File: src/rtl/mux4to1_16b_sched.sv
// Round-robin scheduler for the shared 16-bit 4:1 adiabatic mux.
// Holds the select for HOLD_CYCLES before capturing mux_out.
module mux4to1_16b_sched #(
  parameter int unsigned HOLD_CYCLES = 4
) (
  input  logic        clk,
  input  logic        rstn,
  input  logic [3:0]  req,
  input  logic [15:0] mux_out,
  output logic        in0,
  output logic        in1,
  output logic [3:0]  gnt,
  output logic [3:0]  ack,
  output logic        busy,
  output logic [15:0] result,
  output logic        result_valid
);

  localparam logic [1:0] S_IDLE  = 2'd0;
  localparam logic [1:0] S_SETUP = 2'd1;
  localparam logic [1:0] S_HOLD  = 2'd2;
  localparam logic [1:0] S_DONE  = 2'd3;

  localparam logic [3:0] HOLD_INIT = 4'(HOLD_CYCLES - 1);

  logic [1:0]  state_q, state_d;
  logic [3:0]  cnt_q, cnt_d;
  logic [1:0]  ptr_q, ptr_d;
  logic [1:0]  sel_q, sel_d;
  logic [3:0]  gnt_q, gnt_d;
  logic [3:0]  ack_q, ack_d;
  logic        busy_q, busy_d;
  logic [15:0] result_q, result_d;
  logic        rv_q, rv_d;

  logic        win_vld;
  logic [1:0]  win_idx;

  // Scan from the slot after the last winner, wrapping back to it last.
  always_comb begin
    win_vld = 1'b0;
    win_idx = ptr_q;
    for (int i = 1; i <= 4; i++) begin
      if (!win_vld && req[ptr_q + 2'(i)]) begin
        win_vld = 1'b1;
        win_idx = ptr_q + 2'(i);
      end
    end
  end

  always_comb begin
    state_d  = state_q;
    cnt_d    = cnt_q;
    ptr_d    = ptr_q;
    sel_d    = sel_q;
    gnt_d    = gnt_q;
    ack_d    = 4'b0000;
    busy_d   = busy_q;
    result_d = result_q;
    rv_d     = 1'b0;
    unique case (state_q)
      S_IDLE: begin
        if (win_vld) begin
          state_d = S_SETUP;
          sel_d   = win_idx;
          gnt_d   = 4'b0001 << win_idx;
          busy_d  = 1'b1;
          ptr_d   = win_idx;
        end
      end
      S_SETUP: begin
        cnt_d   = HOLD_INIT;
        state_d = S_HOLD;
      end
      S_HOLD: begin
        if (cnt_q == 4'd0) begin
          result_d = mux_out;
          ack_d    = gnt_q;
          rv_d     = 1'b1;
          state_d  = S_DONE;
        end else begin
          cnt_d = cnt_q - 4'd1;
        end
      end
      S_DONE: begin
        state_d = S_IDLE;
        gnt_d   = 4'b0000;
        busy_d  = 1'b0;
      end
      default: state_d = S_IDLE;
    endcase
  end

  always_ff @(posedge clk or negedge rstn) begin
    if (!rstn) begin
      state_q  <= S_IDLE;
      cnt_q    <= 4'd0;
      ptr_q    <= 2'd3;
      sel_q    <= 2'd0;
      gnt_q    <= 4'b0000;
      ack_q    <= 4'b0000;
      busy_q   <= 1'b0;
      result_q <= 16'h0000;
      rv_q     <= 1'b0;
    end else begin
      state_q  <= state_d;
      cnt_q    <= cnt_d;
      ptr_q    <= ptr_d;
      sel_q    <= sel_d;
      gnt_q    <= gnt_d;
      ack_q    <= ack_d;
      busy_q   <= busy_d;
      result_q <= result_d;
      rv_q     <= rv_d;
    end
  end

  assign in0          = sel_q[0];
  assign in1          = sel_q[1];
  assign gnt          = gnt_q;
  assign ack          = ack_q;
  assign busy         = busy_q;
  assign result       = result_q;
  assign result_valid = rv_q;

endmodule
File: config.mk
export PLATFORM = sky130hd
export DESIGN_NAME = mux4to1_16b_sched
export DESIGN_NICKNAME = d
export VERILOG_FILES = /design/src/rtl/mux4to1_16b_sched.sv
export SDC_FILE = /design/constraint.sdc
export NUM_CORES = 1
export LEC_CHECK = 0
export CAP_MARGIN = 0
export CORE_MARGIN = 2
export CORE_UTILIZATION = 49
export CTS_CLUSTER_DIAMETER = 60
export CTS_CLUSTER_SIZE = 30
export DETAILED_ROUTE_END_ITERATION = 16
export GPL_TIMING_DRIVEN = 0
export PLACE_DENSITY_LB_ADDON = 0.25
export SETUP_SLACK_MARGIN = 0.4
export SLEW_MARGIN = 20
export SYNTH_ARGS = -nofsm -noshare
export SYNTH_HDL_FRONTEND = slang
export SYNTH_SLANG_ARGS = --single-unit
File: constraint.sdc
create_clock -name clk -period 2.85 [get_ports clk]
set_input_delay 0.855 -clock clk [delete_from_list [all_inputs] [get_ports clk]]
set_output_delay 0.855 -clock clk [all_outputs]
set_load 0.01 [all_outputs]
Yosys cells after proc, flatten, opt, wreduce, memory -nomap -nowiden --
Cells that the tools add are included. W data, S select, Z words.
Word-level totals: bits of input ports 22, output and inout bits 28, flip-flop bits (word level) 36, logic and storage cells 68
Operators by class: $add $sub $neg 4, reductions and logical operators 15, $lt $le $gt $ge 4, mux-type cells 29, shift-type cells 1, equal/unequal tests 6
Operators with widths (count):
- $mux W4 | 4
- $pmux W4 S2 | 2
- $lt A2 B3 Y1 const B | 4
- $mux W2 | 6
- $mux W1 | 11
- $reduce_and A2 Y1 | 5
- $bmux W1 S2 | 4
- $pmux W2 S4 | 1
- $ne A2 B2 Y1 const B | 3
- $add A2 B2 Y2 const B | 2
- $eq A2 B2 Y1 const B | 2
- $logic_not A4 Y1 | 1
- $reduce_bool A2 Y1 | 2
- $shl A1 B2 Y4 const A | 1
- $sub A4 B1 Y4 const B | 1
- $logic_and A1 B1 Y1 | 3
- $logic_not A1 Y1 | 3
- $add A2 B1 Y2 const B | 1
- $eq A2 B1 Y1 const B | 1
- $logic_not A2 Y1 | 1
- $pmux W1 S2 | 1

Logic depth before layout (Yosys ltp) --
Gate-level depths: netlist of the first run.
word-level depth 16, mapped depth 7, gate-level depth less buffers 6

Worst setup path after synthesis of the first run --
OpenSTA, ideal clock, no wires.
kind in2reg, start point input req[3], end point register sel_q[0], setup slack 946 ps, setup time 125 ps, data arrival time 1780 ps, cell stages on the path 3, data required time 2725 ps, cells stage by stage nor4_4 > nand2b_1 > mux2_2
On the way: cells in the longest elaborated chain, start to end 13, elaborated cells on any way between the ends 23
RTL lines:
- from (decl) | RTL line 8 | input logic [3:0] req,
- $bmux W1 S2 | RTL line 44 | if (!win_vld && req[ptr_q + 2'(i)]) begin
- $mux W1 (not written as such) | RTL line 44
- $mux W1 | RTL line 44
- $logic_not A1 Y1 | RTL line 44
- $logic_and A1 B1 Y1 | RTL line 44
- $mux W1 | RTL line 44
- $logic_not A1 Y1 | RTL line 44
- $logic_and A1 B1 Y1 | RTL line 44
- $mux W1 | RTL line 44
- $logic_not A1 Y1 | RTL line 44
- $logic_and A1 B1 Y1 | RTL line 44
- $mux W1 | RTL line 44
- $reduce_and A2 Y1 (no line)
- to (signal assigned) | RTL line 109 | sel_q <= sel_d;
- to (decl) | RTL line 29 | logic [1:0] sel_q, sel_d;
Several ways; a longest one is shown, not always the timed one. The select of a mux whose other input is x is not followed. A chain may end at the register's enable or synchronous reset.

Worst setup path in the final report of the first run --
Same ends and word-level chain as after synthesis.

==> results of run 1 <==
power breakdown:
part / switching, mW / total, mW / internal, mW
combinational: 0.436 / 1.05 / 0.613
clock: 0.160 / 0.281 / 0.121
sequential: 0.139 / 0.876 / 0.738
total: 0.735 / 2.21 / 1.47
metal layers:
metal	share of wire	up-vias
li1	-	568
met1	0.36	581
met2	0.52	41
met3	0.095	7
met4	0.021	0
met5	0	-
layout make-up:
| cell class | instances | share of cell area |
|---|---|---|
| clock inverter | 1 | 0.00335 |
| tap | 44 | 0.0246 |
| timing repair buffer | 50 | 0.225 |
| sequential | 36 | 0.403 |
| inverter | 8 | 0.0134 |
| multi-input combinational | 85 | 0.301 |
| clock buffer | 7 | 0.0246 |
| buffer | 2 | 0.00446 |
layout by cell type (no fill, tap or decap), types with 2 or more instances in the layout:
cell and count:
clkdlybuf4s50_1 48, mux2_2 20, or2b_1 2, dfrtp_1 34, o21ai_0 7, nor2_1 7
dfstp_2 2, o21ai_1 3, and3_1 3, a21oi_1 6, ha_1 6, nand2_1 5
buf_2 3, inv_1 8, nor3_1 2, nand2b_1 3, and2_1 4, clkbuf_4 5
state kept, by name, summed over array words and instances, names as in the netlist:
signal and cells:
ack 4, busy 1, cnt_q 4, gnt 4, ptr_q 2, result 16, result_valid 1, sel_q 2
state_q 2
worst paths after layout:
path	from	endpoint	slack [ns]
hold reg to reg	result[8]$_DFFE_PN0P_	result[8]$_DFFE_PN0P_	0.51
hold / removal	rstn	result[5]$_DFFE_PN0P_	0.37
max in group asynchronous	rstn	ptr_q[0]$_DFFE_PN1P_	2.00
setup / recovery	req[3]	sel_q[0]$_DFFE_PN0P_	0.64
min in group clk	result[8]$_DFFE_PN0P_	result[8]$_DFFE_PN0P_	0.51
setup reg to reg	state_q[0]$_DFFE_PN0P_	result[10]$_DFFE_PN0P_	1.00
cell families (layout without fill, tap and decap cells):
group | after synthesis | after routing | synth area share
AO/OA/AOI/OAI | 24 | 24 | 0.0935
adder cells (fa/ha/maj) | 6 | 6 | 0.0464
buffers and inverters | 10 | 68 | 0.0247
flip-flops | 36 | 36 | 0.558
multiplexers | 22 | 22 | 0.155
AND/OR/NAND/NOR | 33 | 33 | 0.123
per-stage QoR:
step,util,worst slack (ns),cells
detailed placement,0.702,0.279,225
floorplan,-,0.946,131
global placement,0.698,0.235,224
CTS,0.723,0.647,233
global route,0.723,0.555,233
finish,0.723,0.640,233
==> impl_results.md, run 1 <==
- # hold bufs at CTS: 0
- Max cap viols: 0
- Critical Path RT: just over 3 ns
- Syn avg cell area: 12.4 µm²
- Sequential-to-total area share from yosys stat: 0.558
- Synth cell count leaders: 34 x dfrtp_1, 20 x mux2_2, 8 x inv_1
- Wire length per cell: around 13 µm
- Power after layout: around 2.2 mW
- Pin count of the biggest net entering global routing: 27
- Initial antenna violation count: 0
- Initial Util: 0.522
- Via count: 1,197
- CP top delay family: simple AND/OR/NAND/NOR gates
- Flops & latches, synth: 36
- Post-Syn Nets: about 160
- Worst-margin pin slew: 0.438 ns
- GR Util met1: 0.181
- GPL Wtd Cong: just over 0.8
- Layout cells sized above 1: 0.217
- Outcome: complete, no violations
- Initial detailed-routing violation count: 21
- Post-route cell area: between 0.002 and 0.0025 mm²
- Critical Path Fanout Max: 8
- Final Hold Vio Count: 0
- Final #Nets: between 200 and 250
- Maximum VDD drop: 545 µV
- Overall routing resource usage: 0.181
- Setup TNS: 0 ns
- Core Region: ~0.0031 mm²
- Min Tclk post-route: around 2.2 ns
- Pre-antenna DRT Iters: 3
- Worst EP arrival: 2.45 ns
- CP Buf/Inv Count: 1
- Synthesized cell area: about 0.0016 mm²
- Number of I/O pins: 50
- Clock Pin Slew Worst Setup and Hold Paths: roughly 0.11 ns
- R2R cell count: 5
- Ys async rst share: 1.00
- Layout area overhead: 38.5%
- Leakage: 0.990 nW
- Drt via density: 5.14
- Yosys cell types: 33
- Synth top area share: 0.526
- Final ANT Viol Nets: 0
- GR peak layer: met2
- Cells after Synth: between 100 and 150
- Yosys top cell by area: dfrtp_1
- Post-synth EDFFs: 0
- Crit path launch type: input port
- Clock sinks: 36
- Slew Viols, Final: 0
- Drt drc: 0
- Total grt overflow: 0
- Synth area leaders: dfrtp_1 53%, mux2_2 14%, ha_1 4.6%
- CP peak stage delay: 0.49 ns
- Register Area: 903 µm²
- DP HPWL: about 2.4 mm
- Worst Clk Skew: 0.00829 ns
- Cells along the critical path: clkdlybuf4s50_1 > nor4_4 > nand2b_1 > mux2_2
- Crit path kind: input port to flop
- Fmax: 452 MHz
- Final setup viols: 0
- TritonCTS clock tree: done
- CTS Buf Count: 5
- Final hold slack: about 0.37 ns
- Slowest stage cell, crit path: nor4_4
- Power Density: ~1000 mW/mm²
- Placed cell area: ~0.0022 mm²
- Worst-skew pair later-pin latency: ~0.34 ns
- Ant diodes: 0
- Multi-input logic area: 676 µm²
- Die ar.: 0.00378 mm²
- Final period util: 0.775
- Critical Path Stages: 4
- Synth Flop Type: dfrtp_1
- Die height: 61.5 µm
- Rel. slew slack: 0.706
- Max clock buf depth: 2
- CTS H-tree depth: 2
- Die width: about 61 µm
- PortBufs: 49
- Met2 Use GR: 0.319
- Syn. warnings: 0
- Min-Delay Path Class: input port to async pin
- Root buffer cell: clkbuf_4
- Post-CTS setup buffer count: 0
- Routed WL: ~3.0 mm
- Most frequent cell after synthesis: dfrtp_1
- First-pass GRT wire length: between 4 and 5 mm
- Critical Path Sink Type: flop
- Met3 Use GR: 0.0756
- RSZ-0062 raised after global routing: no
- Fill cell count: between 200 and 250
- Std-Cell Rows: 20
- Vias in the first global route: about 1.2k
- PostCTS Resize Cnt: 0
Note: power is estimated with default switching activity, not from simulation.
==> inputs of run 2 (changes only) <==
--- a/config.mk
+++ b/config.mk
@@ -7,7 +7,7 @@
 export LEC_CHECK = 0
 export CAP_MARGIN = 0
 export CORE_MARGIN = 2
-export CORE_UTILIZATION = 49
+export CORE_UTILIZATION = 46
 export CTS_CLUSTER_DIAMETER = 60
 export CTS_CLUSTER_SIZE = 30
 export DETAILED_ROUTE_END_ITERATION = 16
==> constraint.sdc (replaced) <==
create_clock -name clk -period 2.2 [get_ports clk]
set_input_delay 0.66 -clock clk [delete_from_list [all_inputs] [get_ports clk]]
set_output_delay 0.66 -clock clk [all_outputs]
set_load 0.01 [all_outputs]
==> run 2 against run 1 <==
Routed wire length grew 5.0%. First-iteration DRC count grew 4.8%. Critical endpoint is now result[14]$_DFFE_PN0P_. Non-clock buffer count grew 3. Cell area grew 0.73%. Register-to-register slack lost 0.54 ns. Largest power group unchanged. Die area grew 6.1%. Via count grew 0.92%. Critical path depth grew 1. Combinational power grew 22%. Largest cell class unchanged. Sequential share of layout area shrank 0.29 points. Core utilization shrank 5.1 points.
==> impl_results.md, run 2 (synthesized netlist as in run 1, its figures left out) <==
- RSZ-0062 raised after global routing: yes
- Vias in the first global route: 1,310 (+9.0%)
- Psw: 0.977 mW (+33%)
- Overall routing resource usage: 0.185 (+0.00370)
- Worst-margin pin slew: 0.358 ns (-0.0809 ns)
- Number of I/O pins: 50 (unchanged)
- Critical Path Sink Type: flop
- Die ar.: 0.00401 mm² (+6.1%)
- Fmax: around 570 MHz
- Clock Pin Slew Worst Setup and Hold Paths: 0.10 ns (about the same)
- Layout area overhead: 39.5%
- R2R cell count: 5 (unchanged)
- Final period util: 0.793
- Max cap viols: 0 (unchanged)
- Largest register FFs: 16 (unchanged)
- Layout cells sized above 1: 0.245 (+0.0279)
- Routed WL: 3.19 mm (+5.0%)
- GPL Wtd Cong: 0.776 (-4.5%)
- Min Tclk post-route: 1.74 ns
- First-pass GRT wire length: 5.71 mm (+16%)
- Core Region: 0.00336 mm² (+8.4%)
- Comb pwr share: 0.460 (-0.016)
- Total grt overflow: 0 (unchanged)
- Leakage: 1.10 nW (+11%)
- Power Density: 1230 mW/mm² (+25%)
- Clock sinks: 36 (unchanged)
- Critical Path Fanout Max: 10 (+2)
- Ant diodes: 0 (unchanged)
- Final Hold Vio Count: 0 (unchanged)
- DP HPWL: 2.46 mm (+0.88%)
- Fill cell count: 292 (+21%)
- Worst reg-to-reg setup slack: 0.46 ns (-0.54 ns)
- Slew Viols, Final: 0 (unchanged)
- Max clock buf depth: 2 (unchanged)
- Final ANT Viol Nets: 0 (unchanged)
- Crit path kind: flop to flop
- Die width: 63.3 µm (+3.0%)
- Worst EP arrival: 1.98 ns (-0.47 ns)
- Pin count of the biggest net entering global routing: 35 (+30%)
- Critical Path RT: 2.44 ns (-0.65 ns)
- Via count: 1,208 (+0.92%)
- Final hold slack: 0.0962 ns (-0.278 ns)
- TritonCTS clock tree: done
- Pre-antenna DRT Iters: 4 (+1)
- Reg2reg end: result[14]$_DFFE_PN0P_
- PortBufs: 49 (unchanged)
- Switch share: 0.352 (+0.0192)
- Initial Util: 0.481 (-0.0404)
- Final setup viols: 0 (unchanged)
- CP startpoint: state_q[0]$_DFFE_PN0P_
- CTS H-tree depth: 2 (unchanged)
- CTS Buf Count: 5 (unchanged)
- Drt via density: 5.08 (-1.2%)
- Core Util, Final: 0.672 (-0.0511)
- Drt drc: 0 (unchanged)
- Highest-count cells in the layout ignoring fill and taps: 34 x dfrtp_1, 31 x dlygate4sd2_1, 20 x mux2_2
- Initial detailed-routing violation count: 22 (+4.8%)
- Outcome: complete, no violations
- Crit path capture: result[14]$_DFFE_PN0P_
- Maximum VDD drop: 593 µV (+8.8%)
- Wire length per cell: 13.4 µm (+2.8%)
- Rel. slew slack: 0.760 (+0.0543)
- Clk network pwr share: 0.134 (+0.007)
- Worst-skew pair later-pin latency: 0.34 ns (about the same)
- Seq pwr share: 0.406 (+0.009)
- Commonest non-fill, non-tap cell in the layout: dfrtp_1
- Worst Clk Skew: 0.00494 ns (-0.00335 ns)
- RR Startpoint: state_q[0]$_DFFE_PN0P_
- Min-Delay Path Class: input port to async pin
- Die height: 63.3 µm (+3.0%)
- Internal Power: 1.80 mW (+22%)
- Root buffer cell: clkbuf_4
- Crit path launch type: flop
- Std-Cell Rows: 21 (+5.0%)
- Final #Nets: 219 (+1.4%)
- Initial antenna violation count: 0 (unchanged)
[run 2: changes by cell type in the layout (fill, tap and decap cells not counted), moves of 2 or more]
cell and change:
clkdlybuf4s50_1 -32, dlygate4sd2_1 +31, buf_4 +4, buf_2 -2, ha_1 -2
[run 2: worst max-delay path, cell delays in order, from the launching register on]
cell and delay [ns]:
dfrtp_1 0.44, inv_1 0.16, ha_4 0.19, and4bb_2 0.28, clkbuf_4 0.22, mux2_2 0.35
[run 2: routing by layer]
layer / wire [µm] / track usage
met1: 1250 / 0.193
met2: 1630 / 0.326
met3: 224 / 0.0571
met4: 80 / 0.106
met5: 0 / 0
[run 2: cell type report]
cell class | instances | area [µm²] | share of cell area
Sequential cell | 36 | 903 | 0.400
Multi-Input combinational cell | 85 | 698 | 0.309
Timing Repair Buffer | 53 | 492 | 0.218
Tap cell | 46 | 57.6 | 0.0255
Clock buffer | 7 | 55.1 | 0.0244
Inverter | 8 | 30.0 | 0.0133
Buffer | 2 | 15.0 | 0.00665
Clock inverter | 1 | 7.51 | 0.00332
[run 2: worst min-delay path by stage]
stage	startpoint	to	slack, ns	depth (start not counted)
2_1_floorplan	rstn	ack[0]$_DFF_PN0_	0.36	0
3_3_place_gp	result[2]$_DFFE_PN0P_	result[2]$_DFFE_PN0P_	0.49	1
3_5_place_dp	rstn	result[9]$_DFFE_PN0P_	0.47	1
4_1_cts	rstn	result[3]$_DFFE_PN0P_	0.08	1
5_1_grt	rstn	result[3]$_DFFE_PN0P_	0.08	1
6_report	rstn	result[9]$_DFFE_PN0P_	0.1	1
[run 2: power groups by stage]
stage                     sequential (mW)  combinational [mW]  clock [mW]
after global placement               1.13                1.33           0
after CTS                            1.13                1.28       0.384
final                                1.13                1.28       0.372
after global routing                 1.17                1.42       0.416
after detailed placement             1.16                1.38           0
after floorplan                      1.22               0.673           0
[run 2: metrics by stage]
step                      setup slack, ns  TNS [ns]  total power [mW]  area (µm²)  std cells
after floorplan                     0.491         0              1.89        1620        131
after global placement             -0.220     -8.03              2.45        2170        226
after detailed placement           -0.182    -0.852              2.53        2180        227
after CTS                           0.251         0              2.79        2240        238
after global routing                0.365         0              3.01        2260        238
final                               0.456         0              2.77        2260        238
[run 2: timing repair]
action / 4_1_cts / 5_1_grt
setup buffers: 3 / 0
gates resized for setup: 35 / 4
endpoints found under the setup margin: 48 / 18
hold buffers: 0 / 0
cloned: 0 / 0
pin swaps: 2 / 0
==> inputs of run 3 (changes only) <==
--- a/config.mk
+++ b/config.mk
@@ -7,7 +7,7 @@
 export LEC_CHECK = 0
 export CAP_MARGIN = 0
 export CORE_MARGIN = 2
-export CORE_UTILIZATION = 46
+export CORE_UTILIZATION = 41
 export CTS_CLUSTER_DIAMETER = 60
 export CTS_CLUSTER_SIZE = 30
 export DETAILED_ROUTE_END_ITERATION = 16
==> constraint.sdc (replaced) <==
create_clock -name clk -period 1.6 [get_ports clk]
set_input_delay 0.48 -clock clk [delete_from_list [all_inputs] [get_ports clk]]
set_output_delay 0.48 -clock clk [all_outputs]
set_load 0.01 [all_outputs]
==> run 3 against run 2 <==
Core utilization increased by 5.6 points. Critical path type unchanged. Sequential cell count did not move. Non-clock buffer count increased by 35. Clock skew is 0.0017 ns lower. Die area up 11%. Routed wire length increased by 37%. Maximum frequency is 14% higher. Sequential share of layout area down 6.5 points. Global-route usage is 1.1 points higher. Combinational power up 130%. Cell area increased by 20%. Sequential power rose by 41%.
==> impl_results.md, run 3 (synthesized netlist as in run 1, its figures left out) <==
- Clk network pwr share: 0.121 (-0.013)
- Worst Clk Skew: 0.00323 ns (-0.00171 ns)
- Number of I/O pins: 50 (unchanged)
- Outcome: complete, no violations
- CTS H-tree depth: 2 (unchanged)
- Final period util: 0.954 (+0.162)
- Internal Power: 3.32 mW (+85%)
- Drt via density: 4.95 (-2.6%)
- DP HPWL: 2.47 mm (+0.42%)
- Comb pwr share: 0.569 (+0.109)
- Finished Layout Cells: 275 (+16%)
- Leakage: 1.32 nW (+20%)
- Layout cells sized above 1: 0.599 (+0.354)
- Pin count of the biggest net entering global routing: 35 (unchanged)
- PortBufs: 49 (unchanged)
- CP peak stage delay: 0.41 ns (-0.03 ns)
- Total grt overflow: 0 (unchanged)
- Min Tclk post-route: 1.53 ns (-0.217 ns)
- Crit path kind: flop to flop
- CTS Buf Count: 5 (unchanged)
- Pre-antenna DRT Iters: 4 (unchanged)
- Die width: 66.8 µm (+5.6%)
- First-pass GRT wire length: 6.43 mm (+13%)
- Fmax: 655 MHz (+14%)
- Seq pwr share: 0.310 (-0.096)
- Root buffer cell: clkbuf_8
- Vias in the first global route: 1,383 (+5.6%)
- Final #Nets: 254 (+16%)
- Die height: 66.8 µm (+5.6%)
- Ant diodes: 0 (unchanged)
- Initial Util: 0.436 (-0.0457)
- Final ANT Viol Nets: 0 (unchanged)
- Maximum VDD drop: 962 µV (+62%)
- Post-route cell area: 0.00270 mm² (+20%)
- Initial antenna violation count: 0 (unchanged)
- Final setup viols: 0 (unchanged)
- Slew Viols, Final: 0 (unchanged)
- Critical Path RT: 1.77 ns (-0.67 ns)
- Via count: 1,360 (+13%)
- Largest register FFs: 16 (unchanged)
- Highest-count cells in the layout ignoring fill and taps: 33 x dfrtp_1, 29 x buf_4, 28 x buf_2
- RSZ-0062 raised after global routing: yes
- Overall routing resource usage: 0.196 (+0.0112)
- Routed WL: 4.38 mm (+37%)
- Worst-margin pin slew: 0.292 ns (-0.0654 ns)
- Die ar.: 0.00447 mm² (+11%)
- Std-Cell Rows: 22 (+4.8%)
- Min-Delay Path Class: flop to flop
- Max clock buf depth: 2 (unchanged)
- Inst Count DP: 229 (+0.88%)
- Switch share: 0.354 (+0.00178)
- Placed cell area: 0.00224 mm² (+2.7%)
- TritonCTS clock tree: done
- Clock sinks: 36 (unchanged)
- Layout area overhead: 66.9%
- Wire length per cell: 15.9 µm (+19%)
- Worst-skew pair later-pin latency: 0.28 ns (-0.06 ns)
- Cells along the critical path: inv_2 > ha_4 > and4bb_4 > buf_6 > mux2_4
- Drt drc: 0 (unchanged)
- Hold path depth: 1
- Final Hold Vio Count: 0 (unchanged)
- Commonest non-fill, non-tap cell in the layout: dfrtp_1
- Slowest stage cell, crit path: dfrtp_1
- Power Density: 1900 mW/mm² (+55%)
- Initial detailed-routing violation count: 46 (+110%)
- Core Region: 0.00372 mm² (+10%)
- Crit path launch type: flop
- Worst EP arrival: 1.69 ns (-0.29 ns)
- Psw: 1.82 mW (+86%)
- R2R cell count: 5 (unchanged)
- Max cap viols: 0 (unchanged)
- GPL Wtd Cong: 0.759 (-2.2%)
- Final hold slack: 0.509 ns (+0.413 ns)
- Critical Path Fanout Max: 5 (-5)
- Rel. slew slack: 0.805 (+0.0454)
- Critical Path Sink Type: flop
- Clock Pin Slew Worst Setup and Hold Paths: 0.07 ns (-0.03 ns)
[run 3: changes by cell type in the layout (fill, tap and decap cells not counted), sizes merged]
cell,delta
dlygate4sd3,+1
clkbuf,-3
dlymetal6s2s,-1
dlygate4sd2,-31
clkinvlp,-1
clkinv,+3
buf,+67
[run 3: metal layers]
layer / track usage / vias up / part of all wire
met5: 0 / - / 0
met4: 0.0689 / 0 / 0.0087
met3: 0.0557 / 4 / 0.062
met2: 0.355 / 46 / 0.52
met1: 0.218 / 665 / 0.41
li1: - / 645 / -
[run 3: what timing repair did]
action | CTS | global route
hold buffers | 1 | 0
gates cloned | 1 | 0
pin swaps | 7 | 8
endpoints found under the hold margin | 2 | 0
gates resized for setup | 159 | 35
buffers inserted | 23 | 13
setup endpoints to repair | 63 | 63
[run 3: final timing paths]
check | from | end | slack, ns
worst max register to register | cnt_q[0]$_DFFE_PN0P_ | result[5]$_DFFE_PN0P_ | 0.07
min in group asynchronous | rstn | result[15]$_DFFE_PN0P_ | 0.53
worst max-delay path | cnt_q[0]$_DFFE_PN0P_ | result[5]$_DFFE_PN0P_ | 0.07
worst min register to register | sel_q[0]$_DFFE_PN0P_ | sel_q[0]$_DFFE_PN0P_ | 0.51
worst min-delay path | sel_q[0]$_DFFE_PN0P_ | sel_q[0]$_DFFE_PN0P_ | 0.51
max in group asynchronous | rstn | ptr_q[0]$_DFFE_PN1P_ | 0.63
[run 3: power by group through the flow]
| stage | sequential, mW | clock, mW | combinational (mW) |
|---|---|---|---|
| finish | 1.59 | 0.621 | 2.93 |
| global route | 1.63 | 0.694 | 3.17 |
| CTS | 1.55 | 0.643 | 2.32 |
| detailed placement | 1.60 | 0 | 2.02 |
| global placement | 1.56 | 0 | 1.94 |
| floorplan | 1.69 | 0 | 1.03 |
[run 3: cell type report]
type,instances,area [µm²]
fill,256,1010
sequential,36,905
multi-input combinational,85,895
timing repair buffer,88,694
clock buffer,5,68.8
tap,48,60.1
inverter,8,35.0
buffer,2,26.3
clock inverter,3,18.8
[run 3: per-stage QoR]
stage | power (mW) | setup TNS (ns) | util | setup slack, ns
after floorplan | 2.72 | 0 | - | 0.0873
after global placement | 3.50 | -27.63 | 0.599 | -0.658
after detailed placement | 3.61 | -5.26 | 0.603 | -0.581
after CTS | 4.52 | 0 | 0.662 | 0.0860
after global routing | 5.49 | 0 | 0.727 | 0.0218
final | 5.14 | 0 | 0.727 | 0.0729
[run 3: worst max-delay path, delay by kind of cell, from the launching register on]
family | cells | cell delay, ns
adder cells (fa/ha/maj) | 1 | 0.13
buffers and inverters | 2 | 0.25
flip-flops | 1 | 0.41
multiplexers | 1 | 0.30
AND/OR/NAND/NOR | 1 | 0.30
